===== config.mk =====
export PLATFORM = sky130hd
export DESIGN_NAME = extend_unit
export DESIGN_NICKNAME = d
export VERILOG_FILES = /design/src/rtl/riscv_pkg.sv /design/src/rtl/imm_decode.sv /design/src/rtl/extend_unit.sv
export SDC_FILE = /design/constraint.sdc
export NUM_CORES = 1
export LEC_CHECK = 0
export BUFFER_PORTS_ARGS = -buffer_cell sky130_fd_sc_hd__buf_4
export CORE_AREA = 2 2 39 41
export DETAILED_ROUTE_END_ITERATION = 7
export DIE_AREA = 0 0 41 43
export GPL_ROUTABILITY_DRIVEN = 0
export PLACE_DENSITY_LB_ADDON = 0.2
export SETUP_SLACK_MARGIN = 0.4
export SLEW_MARGIN = 5
export SYNTH_ARGS = -nofsm -noshare
export SYNTH_HDL_FRONTEND = slang
export SYNTH_SLANG_ARGS = --single-unit

===== constraint.sdc =====
create_clock -name vclk -period 3.1
set_input_delay 0.62 -clock vclk [all_inputs]
set_output_delay 0.62 -clock vclk [all_outputs]
set_load 0.01 [all_outputs]

===== src/rtl/riscv_pkg.sv =====
// riscv_pkg: RV32I immediate-format selectors and shared width constants.
package riscv_pkg;
  localparam int XLEN = 32;
  typedef enum logic [2:0] {
    IMM_I = 3'b000,
    IMM_S = 3'b001,
    IMM_B = 3'b010,
    IMM_J = 3'b011,
    IMM_U = 3'b100
  } imm_src_e;
endpackage


===== src/rtl/imm_decode.sv =====
// imm_decode: combinational RV32I immediate format mux; unsupported selectors yield zero and flag an error.
module imm_decode
  import riscv_pkg::*;
(
  input  logic [31:7]     instr,
  input  logic [2:0]      imm_src,
  output logic [XLEN-1:0] imm_ext,
  output logic            imm_src_err
);
  always_comb begin
    imm_ext = imm_src == IMM_I ? {{20{instr[31]}}, instr[31:20]} :
              imm_src == IMM_S ? {{20{instr[31]}}, instr[31:25], instr[11:7]} :
              imm_src == IMM_B ? {{20{instr[31]}}, instr[7], instr[30:25], instr[11:8], 1'b0} :
              imm_src == IMM_J ? {{12{instr[31]}}, instr[19:12], instr[20], instr[30:21], 1'b0} :
              imm_src == IMM_U ? {instr[31:12], 12'b0} : '0;
    imm_src_err = imm_src > IMM_U;
  end
endmodule


===== src/rtl/extend_unit.sv =====
// extend_unit: RV32I immediate generator; define EXTEND_OUTREG_EN to add a 1-cycle output register
// with asynchronous reset, otherwise the outputs are purely combinational.
module extend_unit
  import riscv_pkg::*;
(
  input  logic            clk,
  input  logic            reset,
  input  logic [31:7]     instr,
  input  logic [2:0]      ImmSrc,
  output logic [XLEN-1:0] ImmExt,
  output logic            ImmSrcErr
);
  logic [XLEN-1:0] imm_ext;
  logic            imm_src_err;
  imm_decode u_imm_decode (
    .instr       (instr),
    .imm_src     (ImmSrc),
    .imm_ext     (imm_ext),
    .imm_src_err (imm_src_err)
  );
`ifdef EXTEND_OUTREG_EN
  always_ff @(posedge clk or posedge reset) begin
    if (reset) begin
      ImmExt    <= '0;
      ImmSrcErr <= 1'b0;
    end else begin
      ImmExt    <= imm_ext;
      ImmSrcErr <= imm_src_err;
    end
  end
`else
  logic unused_clk_reset;
  assign unused_clk_reset = &{1'b0, clk, reset};
  assign ImmExt    = imm_ext;
  assign ImmSrcErr = imm_src_err;
`endif
endmodule


==> impl_metrics.csv <==
group,metric,value,unit
worst_setup_path,worst_path_largest_cell_delay,470,ps
synth,synth_cell_types,15,
worst_hold_path,min_path_cells,3,
die,initial_core_util,0.323,
pwr,total_power,0.157,mW
clock_tree,postCtsSetupBuffers,0,
timing,finalMaxSlewViolations,0,
timing,relSlewSlack,0.637,
pwr,p_leak,0.525,nW
timing,fin_crit_sh,0.776,
synth,ys_seq_area_frac,0,
cells_and_area,layout.area.seq,0,um2
timing,hold_viol,0,
synth,synth_warnings,0,
global_route,grtUsageTotal,0.193,
die,die_y,43,um
worst_setup_path,arrival,1790,ps
clock_tree,cts-hold-fix-buffers,0,
die,die_x,41,um
cells_and_area,n_fill_cell,121,
route,avgRoutedWirePerCell,12.4,um
placement,dpl.hpwl,1420,um
timing,fmax,0.416,GHz
timing,rsz0062_at_grt,"false",
global_route,first_global_vias,653,
route,ant_nets,0,
job,max_cap_viol_count,0,
worst_hold_path,worstHoldStart,"instr[23]",
worst_hold_path,hold_class,"in -> out",
synth,synth_area_leaders,"a21o_1 (18%), a21oi_1 (18%), nor2b_1 (14%), mux2i_1 (13%), o22ai_1 (11%)",
worst_setup_path,endpoint_kind,"output pin",
worst_setup_path,crit_path_frequent_cell,"buf_4",
synth,synth_common_cells,"a21oi_1 (16), a21o_1 (11), nor2b_1 (10), o22ai_1 (8), mux2i_1 (6)",
worst_setup_path,critPathLaunchType,"input pin",
synth,syn-num-nets,102,
worst_setup_path,cp.buffers_inverters,2,
timing,fin_crit,2410,ps
global_route,antenna_found_initial,0,
global_route,grt_pass1_wl,2590,um
cells_and_area,drive_gt1_frac,0.516,
worst_setup_path,crit_fanout,24,
worst_setup_path,slowest_stage,"nor2b_1",
die,io-pin-count,63,
timing,tns,0,ps
worst_setup_path,crit_type,"in -> out",
global_route,grt.overflow.total,0,
synth,syn-instance-count,72,
pwr,irDropWorstVdd,96.4,uV
die,die_area,1760,um2
worst_setup_path,cp.required,2480,ps
clock_tree,cts.repair.resized,0,
cells_and_area,n_sequential_cell,0,
timing,worst_slew_pin_slew,544,ps
route,first_iter_violations,10,
cells_and_area,area_growth,103,%
synth,synth_top_area_cell,"a21o_1",
route,dr.pass1.iters,4,
synth,syn_area_per_cell,6.20,um2
placement,io_buffer_count,61,
outcome,outcome,"finished, final reports clean",
synth,yosysMostFrequentCell,"a21oi_1",
route,vias,766,
cells_and_area,antenna_cells,0,
route,wirelength,1760,um
die,num_rows,14,
cells_and_area,finalNetCount,158,
worst_setup_path,cp_top_family,"simple AND/OR/NAND/NOR gates",
global_route,grt_max_degree,25,
worst_setup_path,crit_start,"ImmSrc[2]",
timing,finalSetupViolations,0,
worst_hold_path,whs_endpoint,"ImmExt[23]",
synth,yosysTopAreaCellShare,0.185,
route,vias_per_cell,5.39,
pwr,p_per_area,174,nW/um2
cells_and_area,nClkBuffers,0,
die,core_area,1380,um2
route,drc,0,
synth,syn-cell-area,447,um2
worst_setup_path,crit_chain,"buf_4, nor2b_1, a21oi_1, o22ai_1, buf_4",
power breakdown:
part / switching, mW / internal (mW)
combinational: 0.0705 / 0.0865
clock: 0 / 0
sequential: 0 / 0
total: 0.0705 / 0.0865
stage by stage:
step	util	worst slack (ps)	std cells	area (um2)	hold WS (ps)
3_3_place_gp	0.654	739	142	905	1520
3_5_place_dp	0.654	704	142	905	1520
5_1_grt	0.654	637	142	905	1540
4_1_cts	0.654	704	142	905	1530
6_report	0.654	694	142	905	1520
2_1_floorplan	-	1060	72	447	1360
worst min-delay path: stages:
cell and delay, ps:
buf_4 80, a21o_1 90, buf_4 110
cells in the final DEF, fill, tap and decap left out:
master and n:
and2_0 1, a21oi_1 16, xor2_2 1, nor2b_1 10
nor3_1 1, a21o_1 11, nor2_1 5, o21a_1 1
mux2i_1 6, buf_4 64, nor3b_1 1, a211oi_1 1
o22ai_1 8
worst max-delay path by stage:
stage                 endpoint  slack, ps  cells past startpoint
floorplan           ImmExt[12]       1060                      5
global placement    ImmExt[16]        740                      5
detailed placement  ImmExt[13]        700                      5
CTS                 ImmExt[13]        700                      5
global route        ImmExt[13]        640                      5
finish              ImmExt[16]        690                      5
per-layer routing:
metal,track usage,wire length (um)
met4,0.0200,0
met1,0.248,695
met2,0.338,891
met3,0.0209,167
met5,0,0
area by class of cell:
| type | count | area (um2) | share of cell area |
|---|---|---|---|
| timing repair buffer | 64 | 480 | 0.531 |
| multi-input combinational | 62 | 404 | 0.447 |
| tap | 16 | 20.0 | 0.0221 |
cell families (layout without fill, tap and decap cells):
group,after synthesis,after routing,synth area share
and+or+nand+nor,18,18,0.224
AOI/OAI and AO/OA,37,37,0.510
xor gates and xnor gates,1,1,0.0364
buffers and inverters,10,64,0.0952
muxes,6,6,0.134
(Power assumes the default switching activity.)
